===== src/rtl/lvds_pkg.sv =====
// Shared LVDS link definitions: CRC-8 polynomial and the byte-wide CRC step.
// Used by both the RX deframer and the TX framer.
package lvds_pkg;

    localparam logic [7:0] CRC8_POLY = 8'h07;

    // MSB-first, unreflected CRC-8 update over one whole byte.
    function automatic logic [7:0] crc8_byte(input logic [7:0] crc, input logic [7:0] data);
        logic [7:0] v;
        v = crc ^ data;
        for (int i = 0; i < 8; i++) begin
            v = v[7] ? ({v[6:0], 1'b0} ^ CRC8_POLY) : {v[6:0], 1'b0};
        end
        return v;
    endfunction

endpackage


===== src/rtl/lvds_crc8.sv =====
// Running CRC-8 register, advanced one byte per enabled cycle.
// o_crc_nxt exposes the value including the current byte so a frame end can snapshot it.
module lvds_crc8
    import lvds_pkg::*;
(
    input  logic       i_clk,
    input  logic       i_rst,
    input  logic       i_clr,
    input  logic       i_en,
    input  logic [7:0] i_byte,
    output logic [7:0] o_crc_nxt
);

    logic [7:0] r_crc;

    assign o_crc_nxt = i_en ? crc8_byte(r_crc, i_byte) : r_crc;

    always_ff @(posedge i_clk) begin
        if (i_rst || i_clr) begin
            r_crc <= '0;
        end else begin
            r_crc <= o_crc_nxt;
        end
    end

endmodule


===== src/rtl/lvds_rx_frame.sv =====
// LVDS frame deframer: packs recovered nibbles into bytes, parses addr/data/CRC frames,
// emits one write pulse per good frame and counts length/CRC errors.
module lvds_rx_frame
    import lvds_pkg::*;
#(
    parameter int DBYTES = 4,
    parameter int CNTW   = 8
) (
    input  logic                  c,
    input  logic                  r,
    input  logic [3:0]            i_d,
    input  logic                  i_s,
    input  logic                  i_last,
    output logic                  o_v,
    output logic [7:0]            o_a,
    output logic [8*DBYTES-1:0]   o_d,
    output logic [CNTW-1:0]       o_crc_err,
    output logic [CNTW-1:0]       o_len_err
);

    localparam int NFULL = 2 * (DBYTES + 2);
    localparam int NMAX  = NFULL + 1;
    localparam int NW    = $clog2(NMAX + 1);
    localparam int DW    = 8 * DBYTES;

    localparam logic [NW-1:0] NFULL_V = NW'(NFULL);
    localparam logic [NW-1:0] NMAX_V  = NW'(NMAX);
    localparam logic [NW-2:0] K_DLAST = (NW-1)'(DBYTES);
    localparam logic [NW-2:0] K_CRC   = (NW-1)'(DBYTES + 1);

    logic            r_phase;
    logic [3:0]      r_hi;
    logic [NW-1:0]   r_ncnt;
    logic [7:0]      r_addr;
    logic [DW-1:0]   r_dsh;

    logic            r_s_pend, r_s_lok;
    logic [7:0]      r_s_crc, r_s_addr;
    logic [DW-1:0]   r_s_data;

    logic            r_p_good, r_p_lerr, r_p_cerr;
    logic [7:0]      r_p_addr;
    logic [DW-1:0]   r_p_data;

    logic            r_v;
    logic [7:0]      r_a;
    logic [DW-1:0]   r_d;
    logic [CNTW-1:0] r_crc_err, r_len_err;

    logic            w_end, w_bdone, w_crc_en;
    logic [7:0]      w_byte, w_crc_nxt, w_addr_nxt;
    logic [NW-1:0]   w_ncnt_nxt;
    logic [NW-2:0]   w_k;
    logic [DW+7:0]   w_sh;
    logic [DW-1:0]   w_dsh_nxt;

    assign w_end      = i_s & i_last;
    assign w_byte     = {r_hi, i_d};
    assign w_bdone    = i_s & r_phase;
    assign w_k        = r_ncnt[NW-1:1];
    assign w_crc_en   = w_bdone && (w_k <= K_CRC);
    assign w_ncnt_nxt = (r_ncnt == NMAX_V) ? r_ncnt : r_ncnt + 1'b1;
    assign w_sh       = {r_dsh, w_byte};

    always_comb begin
        w_addr_nxt = r_addr;
        w_dsh_nxt  = r_dsh;
        if (w_bdone && w_k == '0) begin
            w_addr_nxt = w_byte;
        end
        if (w_bdone && w_k != '0 && w_k <= K_DLAST) begin
            w_dsh_nxt = w_sh[DW-1:0];
        end
    end

    lvds_crc8 u_crc (
        .i_clk     (c),
        .i_rst     (r),
        .i_clr     (w_end),
        .i_en      (w_crc_en),
        .i_byte    (w_byte),
        .o_crc_nxt (w_crc_nxt)
    );

    always_ff @(posedge c) begin
        if (r) begin
            r_phase   <= 1'b0;
            r_hi      <= '0;
            r_ncnt    <= '0;
            r_addr    <= '0;
            r_dsh     <= '0;
            r_s_pend  <= 1'b0;
            r_s_lok   <= 1'b0;
            r_s_crc   <= '0;
            r_s_addr  <= '0;
            r_s_data  <= '0;
            r_p_good  <= 1'b0;
            r_p_lerr  <= 1'b0;
            r_p_cerr  <= 1'b0;
            r_p_addr  <= '0;
            r_p_data  <= '0;
            r_v       <= 1'b0;
            r_a       <= '0;
            r_d       <= '0;
            r_crc_err <= '0;
            r_len_err <= '0;
        end else begin
            if (w_end) begin
                r_phase <= 1'b0;
                r_ncnt  <= '0;
                r_addr  <= '0;
                r_dsh   <= '0;
            end else begin
                if (i_s) begin
                    r_phase <= ~r_phase;
                    r_ncnt  <= w_ncnt_nxt;
                    if (!r_phase) r_hi <= i_d;
                end
                r_addr <= w_addr_nxt;
                r_dsh  <= w_dsh_nxt;
            end

            // Snapshot frees the live state so a new frame can start next cycle.
            r_s_pend <= w_end;
            if (w_end) begin
                r_s_lok  <= (w_ncnt_nxt == NFULL_V);
                r_s_crc  <= w_crc_nxt;
                r_s_addr <= w_addr_nxt;
                r_s_data <= w_dsh_nxt;
            end

            r_p_good <= r_s_pend & r_s_lok & (r_s_crc == 8'h00);
            r_p_lerr <= r_s_pend & ~r_s_lok;
            r_p_cerr <= r_s_pend & r_s_lok & (r_s_crc != 8'h00);
            r_p_addr <= r_s_addr;
            r_p_data <= r_s_data;

            r_v <= r_p_good;
            if (r_p_good) begin
                r_a <= r_p_addr;
                r_d <= r_p_data;
            end
            if (r_p_lerr && r_len_err != '1) r_len_err <= r_len_err + 1'b1;
            if (r_p_cerr && r_crc_err != '1) r_crc_err <= r_crc_err + 1'b1;
        end
    end

    assign o_v       = r_v;
    assign o_a       = r_a;
    assign o_d       = r_d;
    assign o_crc_err = r_crc_err;
    assign o_len_err = r_len_err;

endmodule

===== config.mk =====
export PLATFORM = sky130hd
export DESIGN_NAME = lvds_rx_frame
export DESIGN_NICKNAME = d
export VERILOG_FILES = /design/src/rtl/lvds_pkg.sv /design/src/rtl/lvds_crc8.sv /design/src/rtl/lvds_rx_frame.sv
export SDC_FILE = /design/constraint.sdc
export NUM_CORES = 1
export LEC_CHECK = 0
export BUFFER_PORTS_ARGS = -buffer_cell sky130_fd_sc_hd__buf_2
export CORE_MARGIN = 1.5
export CORE_UTILIZATION = 45
export DETAILED_ROUTE_END_ITERATION = 10
export PLACE_DENSITY_LB_ADDON = 0.2
export SLEW_MARGIN = 10
export SYNTH_ARGS = -nofsm -noshare
export SYNTH_HDL_FRONTEND = slang
export SYNTH_HIERARCHICAL = 1
export SYNTH_SLANG_ARGS = --single-unit

===== constraint.sdc =====
create_clock -name c -period 1.7 [get_ports c]
set_input_delay 0 -clock c [delete_from_list [all_inputs] [get_ports c]]
set_output_delay 0 -clock c [all_outputs]
set_load 0.03 [all_outputs]

Yosys cells after proc, flatten, opt, wreduce, memory -nomap -nowiden
Index checks and enable logic that the tools add are counted.
{"block": "op_classes", "n_mux": 12, "reduce_logical": 13, "eq_ne": 4, "bitwise": 18, "n_addsub": 3, "n_lt_le_gt_ge": 2}
{"cell": "$mux 32", "n": 1}
{"cell": "$mux 3", "n": 8}
{"cell": "$not 3->3", "n": 8}
{"cell": "$add 8x1->8 const B", "n": 2}
{"cell": "$mux 8", "n": 2}
{"cell": "$ne 8x8->1 const B", "n": 2}
{"cell": "$eq 4x4->1 const B", "n": 2}
{"cell": "$logic_not 8->1", "n": 1}
{"cell": "$reduce_bool 8->1", "n": 1}
{"cell": "$xor 8x8->8", "n": 1}
{"cell": "$and 1x1->1", "n": 6}
{"cell": "$le 3x3->1 const B", "n": 2}
{"cell": "$logic_and 1x1->1", "n": 6}
{"cell": "$add 4x1->4 const B", "n": 1}
{"cell": "$mux 4", "n": 1}
{"cell": "$logic_not 3->1", "n": 1}
{"cell": "$not 1->1", "n": 3}
{"cell": "$reduce_and 3->1", "n": 1}
{"cell": "$reduce_bool 3->1", "n": 1}
{"cell": "$reduce_or 2->1", "n": 1}
{"cell": "$logic_or 1x1->1", "n": 1}
{"block": "totals", "in_bits": 8, "reg_bits": 207, "wordCells": 73, "output_inout_bits": 57}

Depth between registers and ports, before layout
{"block": "logic_depth", "depth_word": 18, "ltp_mapped": 8, "depth_no_buf": 6}

Hierarchy
The synthesis kept the hierarchy.
{"mod": "lvds_rx_frame", "seq_area_each_um2": 3983.8, "area_per_inst_um2": 6802.8, "cells_per_inst": 665, "n_inst": 1}
{"mod": "lvds_crc8", "seq_area_each_um2": 160.2, "area_per_inst_um2": 704.4, "cells_per_inst": 66, "n_inst": 1}

Worst setup path before layout
Ideal clock, no wire load.
{"block": "synth_path", "path_kind": "reg2reg", "start": "register r_crc_err[0] (netlist: o_crc_err[0])", "end": "register r_crc_err[1] (netlist: o_crc_err[1])", "stages_incl_launch_ff": 6, "synth_period_minus_slack_ns": 1.643, "n_path_buf": 0, "setup_ns": 0.128, "arrival_ns": 1.515, "slack_ns": 0.057, "required_time_ns": 1.572, "cell_sequence": "dfxtp_1 ha_1 inv_1 o31ai_1 mux2i_1 nor2_1"}
{"block": "synth_via", "elab_chain_len": 2, "word_cells_on_any_way": 3, "cone_classes": "add/sub (1); eq/ne (1); reduce/logical (1)"}
{"element": "start: declaration", "line": "lvds_rx_frame.sv:48", "source": "logic [CNTW-1:0] r_crc_err, r_len_err;"}
{"element": "start signal: assignment", "line": "lvds_rx_frame.sv:144", "source": "if (r_p_cerr && r_crc_err != '1) r_crc_err <= r_crc_err + 1'b1;"}
{"element": "branches (longest 2 deep; another with $add 8x1->8)"}
Several ways; the timed one is not identified.
A chain may end at the register's enable or synchronous reset.

Final worst setup path
{"block": "layout_path", "start": "input port i_d[2]", "end": "register r_s_crc[2]"}
{"block": "layout_via", "elab_chain_len": 7}
{"element": "start: declaration", "line": "lvds_rx_frame.sv:11", "source": "input logic [3:0] i_d,"}
{"element": "$xor 8x8->8 (*)", "line": "lvds_pkg.sv:10", "source": "v = crc ^ data;"}
{"element": "$mux 3 (*)", "line": "lvds_pkg.sv:12", "source": "v = v[7] ? ({v[6:0], 1'b0} ^ CRC8_POLY) : {v[6:0], 1'b0};"}
{"element": "$not 3->3 (no source line)"}
{"element": "$mux 3 (*)", "line": "lvds_pkg.sv:12"}
{"element": "$not 3->3 (no source line)"}
{"element": "$mux 3 (*)", "line": "lvds_pkg.sv:12"}
{"element": "$mux 8 (*)", "line": "lvds_crc8.sv:16", "source": "assign o_crc_nxt = i_en ? crc8_byte(r_crc, i_byte) : r_crc;"}
{"element": "net w_crc_nxt[2]", "line": "lvds_rx_frame.sv:51", "source": "logic [7:0] w_byte, w_crc_nxt, w_addr_nxt;"}
{"element": "end signal: assignment", "line": "lvds_rx_frame.sv:127", "source": "r_s_crc <= w_crc_nxt;"}
{"element": "end: declaration", "line": "lvds_rx_frame.sv:38", "source": "logic [7:0] r_s_crc, r_s_addr;"}
The timed path passes the listed nets; every way through them passes the cells marked *.

==> results.ini <==
[yosys]
synth_edf_count = 0
synth_cell_types = 46
synthArstFlopShare_pct = 0
syn_area_per_cell_um2 = 10.3
ys.flop_type = dfxtp_1
ys_seq_area_share_pct = 55.2
synth_common_cells = 207 x dfxtp_1, 145 x nor2_1, 92 x mux2i_1
syn_nets = 743
synth_seq_cells = 207
netlist_area_mm2 = 0.00751
netlist.area_leader.share_pct = 55.2
ys_warn_count = 6
post-synth-top-count-cell = dfxtp_1
synth_area_leaders = dfxtp_1 55%, mux2i_1 12%, nor2_1 7.3%
synth_area_leader_cell = dfxtp_1
syn_inst = 731

[min_path]
whs_path_depth = 3
hold_class = in -> reg

[layout]
nFillCells = 1485
instances_no_fill = 1038
nets = 814
drive_above_1_share_pct = 17.2
n_antenna_cell = 0
syn_to_final_growth_pct = 19.4

[floorplan]
ioPinCount = 65
dieWidth_um = 132
rows = 47
coreArea_mm2 = 0.0165
start_util_pct = 45.6
die_area_mm2 = 0.0175
fp.dieH_um = 132

[detailed_routing]
wl_met1_mm = 6.73
drt_iter0_drc = 253
firstDrtPassIters = 4
ant_nets = 0
wl_met3_um = 603
vias_per_cell = 4.98
wire_per_inst_um = 13.6
num_vias = 5171
drc_errors = 0
met2_length_mm = 6.66
wirelength_mm = 14.1
highest_layer = met4

[worst_setup_path]
rr_worst_depth = 5
worstSetupPathType = in -> reg
r2r_start = r_ncnt[3]$_SDFFE_PP0P_
crit_end = r_s_crc[2]$_SDFFE_PP0P_
critPathArrivalTime_ps = 2060
path_cells = dlygate4sd3_1, buf_2, xnor3_1, xnor3_4, nand2_2, xnor2_1, nand2_1, a21oi_1
cp-start-kind = input port
crit_start = i_d[2]
r2r_end = r_s_data[22]$_SDFFE_PP0P_
reg2reg_slack_ps = 100
slowest_stage = dlygate4sd3_1
crit_fanout = 5
cp_data_required_time_ps = 2120
cp_slowest_stage_delay_ps = 530
end_kind = flop

[pwr]
p_comb_share_pct = 5.3
p_leak_nw = 3.79
vdd_ir_drop_max_v = 0.000592
powerDensity_mw_per_mm2 = 1110
total_power_mw = 9.95
clkPwrFrac_pct = 44.2
swShare_pct = 22.1
p_int_mw = 7.75
seq_power_share_pct = 50.5
p_switching_mw = 2.20

[timing]
clock.fmax_mhz = 612
slew_viol_final = 0
finalHoldViolations = 0
finalCriticalPeriod_ps = 1630
period_share_pct = 96.1
grt_setup_unrepaired = true
relSlewSlack_pct = 57.3
setup_violations = 0
skew_ps = 13.3
tightest_slew_ps = 635

[placed_design]
gp_congestion = 0.844
dp_cells = 989
dp_hpwl_mm = 9.27
port_buffers = 64

[cts]
cts_made_buffers = 22
htreeDepth = 1
cts_buffer_depth = 3
cts_sinks = 207
clockRootBuffer = clkbuf_16
cts_tree = built
cts.clk_slew.worst_paths_ps = 60
clk_latency_ps = 500

[grt]
grt_pass1_wl_mm = 23.6
grt.overflow.total = 0
grtUsageTotal_pct = 16.1
grt_antenna_before_repair = 0
grt_pass1_vias = 4854
grt_max_degree = 128

[status]
status = complete, no violations

[job]
maxCapViolCount = 0

-- worst min-delay path by stage --
stage / from / end / slack (ps)
floorplan: r / u_crc/r_crc[6]$_SDFF_PP0_ / 70
global placement: i_s / flop / 350
detailed placement: r / r_s_pend$_SDFF_PP0_ / 360
CTS: r / r_s_crc[3]$_SDFFE_PP0P_ / 370
global route: r / r_s_crc[3]$_SDFFE_PP0P_ / 430
finish: r / r_s_crc[3]$_SDFFE_PP0P_ / 390
-- kinds of logic after synthesis --
kind of cell	count (synthesis)	synth area share (%)
simple gates	260	15.7
flops	207	55.2
mux	93	12.4
compound gates	83	7.58
buf+inv	52	3.00
xor+xnor	32	5.45
fa+ha+maj	4	0.667
-- power groups by stage --
stage               Clock [mW]  Sequential (mW)  Combinational [mW]
floorplan                    0             5.11               0.381
global placement             0             5.12               0.489
detailed placement           0             5.13               0.498
CTS                       4.53             5.02               0.514
global route              4.74             5.03               0.578
finish                    4.40             5.02               0.526
-- critical path: cells and delay by family --
kind / cells / cell delay (ps)
XOR/XNOR: 3 / 1060
buffers and inverters: 2 / 700
AND/OR/NAND/NOR: 2 / 180
AO/OA/AOI/OAI: 1 / 120
-- stage by stage --
| stage | util (%) | worst slack, ps | setup TNS (ps) | hold slack, ps | area, um^2 |
|---|---|---|---|---|---|
| after CTS | 53.9 | 7.04 | 0 | 375 | 8880 |
| after floorplan | - | 57.0 | 0 | 68.9 | 7510 |
| after global routing | 54.4 | -1.96 | -1.96 | 430 | 8960 |
| after global placement | 49.3 | 63.9 | 0 | 350 | 8130 |
| final | 54.4 | 65.9 | 0 | 391 | 8960 |
| after detailed placement | 49.3 | 42.3 | 0 | 356 | 8130 |
-- timing repair --
action	in CTS	in global routing
endpoints found under the setup margin	0	19
resized for setup	0	13
endpoints found under the hold margin	44	0
hold buffers	7	0
setup buffers	0	1
-- metal layers --
| layer | vias to the layer above | GRT usage, % |
|---|---|---|
| met5 | - | 0 |
| met4 | 0 | 4.14 |
| met3 | 14 | 2.96 |
| met2 | 92 | 26.8 |
| met1 | 2421 | 21.6 |
| li1 | 2644 | - |
-- placed cells by master, fill, tap and decap left out, types with 4 or more instances in the layout --
cell	count
xor2_1	8
clkinv_2	6
dfxtp_1	206
xnor2_1	14
nor2b_1	41
dlygate4sd3_1	7
buf_2	63
nor2_1	145
inv_1	6
o21ai_0	4
mux2i_2	5
clkbuf_1	5
buf_4	15
clkbuf_16	23
a211oi_1	43
mux2i_1	87
a21oi_1	23
or3_1	7
nand2_1	33
ha_1	4
nor3_1	6
buf_12	6
nand3_1	8
xnor3_1	4
-- final cells by class --
class	instances	area, um^2	share of cell area (%)
inverter	7	26.3	0.293
multi-input combinational	472	3190	35.6
clock buffer	30	611	6.81
sequential	207	4150	46.3
tap	220	275	3.07
clock inverter	10	71.3	0.796
timing repair buffer	92	643	7.18
-- flip-flops by register name (all words and copies together) (netlist names), 3 cells and up, named ones only --
| name | cells |
|---|---|
| o_a | 8 |
| r_s_crc | 8 |
| r_s_addr | 8 |
| r_p_data | 32 |
| u_crc/r_crc | 8 |
| r_addr | 8 |
| r_dsh | 32 |
| r_ncnt | 3 |
| o_d | 32 |
| o_len_err | 8 |
| r_hi | 4 |
| o_crc_err | 8 |
| r_p_addr | 8 |
| r_s_data | 32 |
(Power assumes the default switching activity.)
